===== src/rtl/axi4l_pkg.sv =====
// Shared AXI4-Lite definitions: response codes, bridge states, default widths.
package axi4l_pkg;

  localparam int unsigned AXI_ADDR_W_DEF  = 32;
  localparam int unsigned AXI_DATA_W_DEF  = 32;
  localparam int unsigned WDOG_CYCLES_DEF = 1024;

  localparam logic [1:0] RESP_OKAY   = 2'b00;
  localparam logic [1:0] RESP_EXOKAY = 2'b01;
  localparam logic [1:0] RESP_SLVERR = 2'b10;
  localparam logic [1:0] RESP_DECERR = 2'b11;

  typedef enum logic [2:0] {
    IDLE,
    WR_REQ,
    WR_RESP,
    RD_ADDR,
    RD_DATA,
    RSP
  } state_e;

  // States in which the bridge is waiting on the slave.
  function automatic logic is_busy(input state_e s);
    return (s == WR_REQ) || (s == WR_RESP) || (s == RD_ADDR) || (s == RD_DATA);
  endfunction

endpackage


===== src/rtl/axi4l_wdog.sv =====
// Handshake watchdog: saturating wait counter with a sticky error flag.
module axi4l_wdog
  import axi4l_pkg::*;
#(
  parameter int unsigned WDOG_CYCLES = WDOG_CYCLES_DEF
) (
  input  logic clk,
  input  logic rst,
  input  logic busy,
  input  logic state_change,
  output logic wdog_err
);

  localparam logic [15:0] LIMIT = 16'(WDOG_CYCLES - 1);

  logic [15:0] cnt_q, cnt_d;
  logic        err_q, err_d;

  // Count wait cycles within one state; flag once the limit is reached.
  always_comb begin
    cnt_d = cnt_q;
    err_d = err_q;
    if (state_change) begin
      cnt_d = '0;
    end else if (busy && (cnt_q != '1)) begin
      cnt_d = cnt_q + 16'd1;
    end
    if (busy && (cnt_q >= LIMIT)) begin
      err_d = 1'b1;
    end
  end

  // Counter and sticky flag registers.
  always_ff @(posedge clk) begin
    if (rst) begin
      cnt_q <= '0;
      err_q <= 1'b0;
    end else begin
      cnt_q <= cnt_d;
      err_q <= err_d;
    end
  end

  assign wdog_err = err_q;

endmodule


===== src/rtl/axi4l_master_bridge.sv =====
// Single-outstanding CPU command/response to AXI4-Lite initiator bridge.
module axi4l_master_bridge
  import axi4l_pkg::*;
#(
  parameter int unsigned ADDR_W      = AXI_ADDR_W_DEF,
  parameter int unsigned DATA_W      = AXI_DATA_W_DEF,
  parameter int unsigned WDOG_CYCLES = WDOG_CYCLES_DEF
) (
  input  logic                ACLK,
  input  logic                ARESET,
  input  logic                cmd_valid,
  output logic                cmd_ready,
  input  logic                cmd_write,
  input  logic [ADDR_W-1:0]   cmd_addr,
  input  logic [DATA_W-1:0]   cmd_wdata,
  input  logic [DATA_W/8-1:0] cmd_wstrb,
  output logic                rsp_valid,
  input  logic                rsp_ready,
  output logic                rsp_write,
  output logic [DATA_W-1:0]   rsp_rdata,
  output logic [1:0]          rsp_resp,
  output logic                wdog_err,
  output logic [ADDR_W-1:0]   AWADDR,
  output logic                AWVALID,
  input  logic                AWREADY,
  output logic [DATA_W-1:0]   WDATA,
  output logic [DATA_W/8-1:0] WSTRB,
  output logic                WVALID,
  input  logic                WREADY,
  input  logic [1:0]          BRESP,
  input  logic                BVALID,
  output logic                BREADY,
  output logic [ADDR_W-1:0]   ARADDR,
  output logic                ARVALID,
  input  logic                ARREADY,
  input  logic [DATA_W-1:0]   RDATA,
  input  logic [1:0]          RRESP,
  input  logic                RVALID,
  output logic                RREADY
);

  state_e              state_q, state_d;
  logic                cmd_ready_q, cmd_ready_d;
  logic                awvalid_q, awvalid_d;
  logic                wvalid_q, wvalid_d;
  logic                bready_q, bready_d;
  logic                arvalid_q, arvalid_d;
  logic                rready_q, rready_d;
  logic                rsp_valid_q, rsp_valid_d;
  logic                rsp_write_q, rsp_write_d;
  logic [DATA_W-1:0]   rsp_rdata_q, rsp_rdata_d;
  logic [1:0]          rsp_resp_q, rsp_resp_d;
  logic [ADDR_W-1:0]   addr_q, addr_d;
  logic [DATA_W-1:0]   wdata_q, wdata_d;
  logic [DATA_W/8-1:0] wstrb_q, wstrb_d;
  logic                aw_pend, w_pend;

  // Next-state and next-output logic; every output is driven from a flop.
  always_comb begin
    state_d     = state_q;
    cmd_ready_d = cmd_ready_q;
    awvalid_d   = awvalid_q;
    wvalid_d    = wvalid_q;
    bready_d    = bready_q;
    arvalid_d   = arvalid_q;
    rready_d    = rready_q;
    rsp_valid_d = rsp_valid_q;
    rsp_write_d = rsp_write_q;
    rsp_rdata_d = rsp_rdata_q;
    rsp_resp_d  = rsp_resp_q;
    addr_d      = addr_q;
    wdata_d     = wdata_q;
    wstrb_d     = wstrb_q;
    aw_pend     = awvalid_q & ~AWREADY;
    w_pend      = wvalid_q & ~WREADY;
    unique case (state_q)
      IDLE: begin
        if (cmd_valid && cmd_ready_q) begin
          cmd_ready_d = 1'b0;
          addr_d      = cmd_addr;
          wdata_d     = cmd_wdata;
          wstrb_d     = cmd_wstrb;
          if (cmd_write) begin
            state_d   = WR_REQ;
            awvalid_d = 1'b1;
            wvalid_d  = 1'b1;
          end else begin
            state_d   = RD_ADDR;
            arvalid_d = 1'b1;
          end
        end
      end
      // AW and W complete independently; leave once neither is pending.
      WR_REQ: begin
        awvalid_d = aw_pend;
        wvalid_d  = w_pend;
        if (!aw_pend && !w_pend) begin
          state_d  = WR_RESP;
          bready_d = 1'b1;
        end
      end
      WR_RESP: begin
        if (BVALID) begin
          state_d     = RSP;
          bready_d    = 1'b0;
          rsp_valid_d = 1'b1;
          rsp_write_d = 1'b1;
          rsp_rdata_d = '0;
          rsp_resp_d  = BRESP;
        end
      end
      RD_ADDR: begin
        if (ARREADY) begin
          state_d   = RD_DATA;
          arvalid_d = 1'b0;
          rready_d  = 1'b1;
        end
      end
      RD_DATA: begin
        if (RVALID) begin
          state_d     = RSP;
          rready_d    = 1'b0;
          rsp_valid_d = 1'b1;
          rsp_write_d = 1'b0;
          rsp_rdata_d = RDATA;
          rsp_resp_d  = RRESP;
        end
      end
      RSP: begin
        if (rsp_ready) begin
          state_d     = IDLE;
          rsp_valid_d = 1'b0;
          cmd_ready_d = 1'b1;
        end
      end
      default: state_d = IDLE;
    endcase
  end

  // State and registered outputs.
  always_ff @(posedge ACLK) begin
    if (ARESET) begin
      state_q     <= IDLE;
      cmd_ready_q <= 1'b1;
      awvalid_q   <= 1'b0;
      wvalid_q    <= 1'b0;
      bready_q    <= 1'b0;
      arvalid_q   <= 1'b0;
      rready_q    <= 1'b0;
      rsp_valid_q <= 1'b0;
      rsp_write_q <= 1'b0;
      rsp_rdata_q <= '0;
      rsp_resp_q  <= RESP_OKAY;
      addr_q      <= '0;
      wdata_q     <= '0;
      wstrb_q     <= '0;
    end else begin
      state_q     <= state_d;
      cmd_ready_q <= cmd_ready_d;
      awvalid_q   <= awvalid_d;
      wvalid_q    <= wvalid_d;
      bready_q    <= bready_d;
      arvalid_q   <= arvalid_d;
      rready_q    <= rready_d;
      rsp_valid_q <= rsp_valid_d;
      rsp_write_q <= rsp_write_d;
      rsp_rdata_q <= rsp_rdata_d;
      rsp_resp_q  <= rsp_resp_d;
      addr_q      <= addr_d;
      wdata_q     <= wdata_d;
      wstrb_q     <= wstrb_d;
    end
  end

  axi4l_wdog #(
    .WDOG_CYCLES(WDOG_CYCLES)
  ) u_wdog (
    .clk         (ACLK),
    .rst         (ARESET),
    .busy        (is_busy(state_q)),
    .state_change(state_d != state_q),
    .wdog_err    (wdog_err)
  );

  assign cmd_ready = cmd_ready_q;
  assign rsp_valid = rsp_valid_q;
  assign rsp_write = rsp_write_q;
  assign rsp_rdata = rsp_rdata_q;
  assign rsp_resp  = rsp_resp_q;
  assign AWADDR    = addr_q;
  assign AWVALID   = awvalid_q;
  assign WDATA     = wdata_q;
  assign WSTRB     = wstrb_q;
  assign WVALID    = wvalid_q;
  assign BREADY    = bready_q;
  assign ARADDR    = addr_q;
  assign ARVALID   = arvalid_q;
  assign RREADY    = rready_q;

endmodule


===== config.mk =====
export PLATFORM = sky130hd
export DESIGN_NAME = axi4l_master_bridge
export DESIGN_NICKNAME = d
export VERILOG_FILES = /design/src/rtl/axi4l_pkg.sv /design/src/rtl/axi4l_wdog.sv /design/src/rtl/axi4l_master_bridge.sv
export SDC_FILE = /design/constraint.sdc
export NUM_CORES = 1
export LEC_CHECK = 0
export CORE_ASPECT_RATIO = 1.4
export CORE_UTILIZATION = 41
export DETAILED_ROUTE_END_ITERATION = 8
export GPL_ROUTABILITY_DRIVEN = 0
export PLACE_DENSITY = 0.81
export RECOVER_POWER = 50
export SLEW_MARGIN = 20
export SYNTH_ARGS = -nofsm -noshare
export SYNTH_HDL_FRONTEND = slang
export SYNTH_SLANG_ARGS = --single-unit
export TNS_END_PERCENT = 5

===== constraint.sdc =====
create_clock -name ACLK -period 1.88 [get_ports ACLK]
set_input_delay 0.376 -clock ACLK [delete_from_list [all_inputs] [get_ports ACLK]]
set_output_delay 0.376 -clock ACLK [all_outputs]
set_load 0.05 [all_outputs]

==> results of run 1 <==
## synth_stat cells, types with 2 or more instances
master	count
a31oi_1	3
nand4_1	9
and4_1	3
and2_1	2
a21o_1	2
xor2_1	6
xnor2_1	3
mux2i_1	3
nor3_1	8
buf_4	33
nor3_2	2
nand2_1	185
and3_1	5
buf_6	6
clkbuf_1	32
nor3b_1	4
dfxtp_1	130
buf_2	4
nor2_1	28
nand3_1	39
a21oi_1	110
nor4_1	2
a211oi_1	5
nand4b_1	2
nand2b_1	3
a21boi_0	2
inv_1	5
## sequential cells by signal (all words and copies together) (netlist names)
name	count
WSTRB	4
u_wdog.wdog_err	1
BREADY	1
rsp_resp	2
rsp_write	1
cmd_ready	1
WVALID	1
state_q	3
WDATA	32
rsp_rdata	32
ARADDR	32
AWVALID	1
rsp_valid	1
ARVALID	1
RREADY	1
u_wdog.cnt_q	16
## routing by layer
metal,GRT usage (%),vias up
li1,-,2631
met1,23.85,2448
met2,41.04,156
met3,5.758,24
met4,10.86,0
met5,0,-
## cell usage in the layout (no fill, tap or decap), types with 14 or more instances in the layout
cell type          n
a21oi_1          110
clkdlybuf4s50_1  112
clkbuf_1          71
nor2_1            28
dfxtp_1          129
dlygate4sd2_1     75
buf_4             14
clkbuf_16         17
nand3_1           39
nand2_1          185
## power by group through the flow
stage | combinational, mW | clock [mW] | sequential, mW
after floorplan | 1.45 | 0 | 4.12
after global placement | 3.48 | 0 | 3.27
after detailed placement | 3.50 | 0 | 3.28
after CTS | 3.39 | 3.49 | 3.22
after global routing | 3.35 | 3.59 | 3.25
final | 3.16 | 3.42 | 3.22
## worst max-delay path, cell delays in order (launching register included)
cell and delay, ns:
dfxtp_2 0.37, nor2_1 0.14, and4_2 0.28, clkbuf_4 0.40, clkbuf_2 0.30, nand2_1 0.08
a21oi_1 0.13
## through the flow
stage / cells / TNS [ns] / utilization (%) / hold slack, ns
5_1_grt: 1047 / 0 / 63.79 / 0.2624
2_1_floorplan: 658 / 0 / - / 0.4777
3_5_place_dp: 1015 / -1.386 / 62.06 / 0.4435
6_report: 1047 / 0 / 63.79 / 0.2554
4_1_cts: 1047 / 0 / 66.32 / 0.2445
3_3_place_gp: 1015 / -0.3381 / 62.06 / 0.4378
## path summary, 6_finish.rpt
kind,end,from,slack (ns),depth (start not counted)
worst max-delay path,WSTRB[3],state_q[1],0.13,6
worst min-delay path,WVALID,ARESET,0.26,2
worst max register to register,WSTRB[3],state_q[1],0.13,6
worst min register to register,rsp_rdata[25],rsp_rdata[25],0.45,2
## what timing repair did
action / CTS / global route
pin swaps: 0 / 0
hold endpoints to repair: 0 / 0
resized for setup: 75 / 2
setup endpoints to repair: 75 / 4
## logic make-up after synthesis
| kind of cell | after synthesis | share of synthesized area [%] |
|---|---|---|
| xor+xnor | 9 | 1.491 |
| compound gates | 134 | 14.10 |
| buf+inv | 81 | 9.063 |
| flops | 130 | 49.22 |
| mux | 4 | 0.7809 |
| simple gates | 299 | 25.11 |
| fa+ha+maj | 1 | 0.2366 |
## cell type report
type / count / area [um2]
timing repair buffer: 283 / 2300
clock inverter: 13 / 171.4
sequential: 130 / 2604
clock buffer: 19 / 452.9
fill: 1117 / 4502
inverter: 5 / 18.77
multi-input combinational: 447 / 2196
tap: 150 / 187.7
==> flow_summary.ini, run 1 <==
[logic_synthesis]
synth.avg_cell_area_um2 = 8.036
ys_ff_latch = 130
synth_area_um2 = 5288
ys_types = 49
synth_edf_count = 0
synth_nets = 773
synthCells = 658
async_flop_share_pct = 0
yosys.area.top_type_share_pct = 49.22
ys_seq_area_share_pct = 49.22
synth_area_leaders = dfxtp_1 49%, nand2_1 13%, a21oi_1 10%, buf_4 4.7%, nand3_1 3.7%
synth_top_cell_by_area = dfxtp_1
ys.flop_type = dfxtp_1
yosysWarnings = 0

[timing]
tightest_slew_ns = 0.6870
fin_skew_ns = 0.009842
slew_viol_final = 0
timing.final.crit_share_pct = 93.25
maxSlewHeadroom_pct = 54.40
rsz0062_at_grt = false
timing.fmax_ghz = 0.5704
setup_violations = 0
final.min_clock_period_ns = 1.753
hold_viol = 0
layout_setup_ws_ns = 0.1269

[power]
irDropWorstVdd_mv = 0.8329
pwr-share-clk_pct = 34.9
p_int_mw = 6.136
pwr-share-seq_pct = 32.8
sw_frac_of_total_pct = 37.31
pwr-share-comb_pct = 32.2
p_leak_nw = 3.175
power_density_nw_per_um2 = 1234
power_mw = 9.788
p_sw_mw = 3.652

[detailed_routing]
ant_nets = 0
dr_wl_met3_um = 838
drc = 10
vias = 5259
route.detailed.wl_per_inst_um = 14.62
dr.pass1.iters = 7
drt-met1-wl_um = 5956
routed.top_layer = met4
wirelength_um = 15310
drt_iter0_drc = 182
dr_wl_met2_um = 8149
viasPerCell = 5.023

[clock_tree]
cts.path.max_buffers = 2
clkTransAtPathRegs_ns = 0.06
post_cts_buffers = 0
cts_root_buffer = clkbuf_16
htree_levels = 4
cts_hold_buf = 0
worstSkewPairLatency_ns = 0.41
numCtsBuffers = 17
cts.sinks = 130
cts_tree = yes

[placed_design]
placed_area_um2 = 7715
dp_slack_ns = -0.1765
dpl.hpwl_um = 10840
io_buffers = 256

[final_layout]
antenna_cells = 0
area_growth_syn_to_layout_pct = 49.98
design_area_um2 = 7930
fin_nets = 999
drive_above_1_share_pct = 7.469

[hold_path]
hold_path_class = primary input to flip-flop

[grt]
grt_max_degree = 51
antenna_found_initial = 0
track_usage_pct = 22.43
grt_pass1_wl_um = 23890
gr-total-overflow = 0
grt_pass1_vias = 5001

[run]
maxCapViolations = 0

[floorplanning]
ios = 257
start_util_pct = 42.53
die_h_um = 136.4
rows = 48
dieArea_um2 = 13360
coreArea_um2 = 12430
die_x_um = 97.98

[critical_path]
start_kind = flip-flop
cp.required_ns = 2.21
worstSetupEndpointType = flip-flop
crit_fanout = 24
critPathKind = flip-flop to flip-flop
crit_arrival_ns = 2.08

[run_status]
run_status = finished, violations left
violations = design-rule violations
(Power assumes the default switching activity.)
==> run 2: changes to the inputs <==
--- a/config.mk
+++ b/config.mk
@@ -11,7 +11,6 @@
 export GPL_ROUTABILITY_DRIVEN = 0
 export PLACE_DENSITY = 0.81
 export RECOVER_POWER = 50
-export SLEW_MARGIN = 20
 export SYNTH_ARGS = -nofsm -noshare
 export SYNTH_HDL_FRONTEND = slang
 export SYNTH_SLANG_ARGS = --single-unit
==> results of run 2 <==
No change in the layout: final DEF, timing and power equal those of run 1.
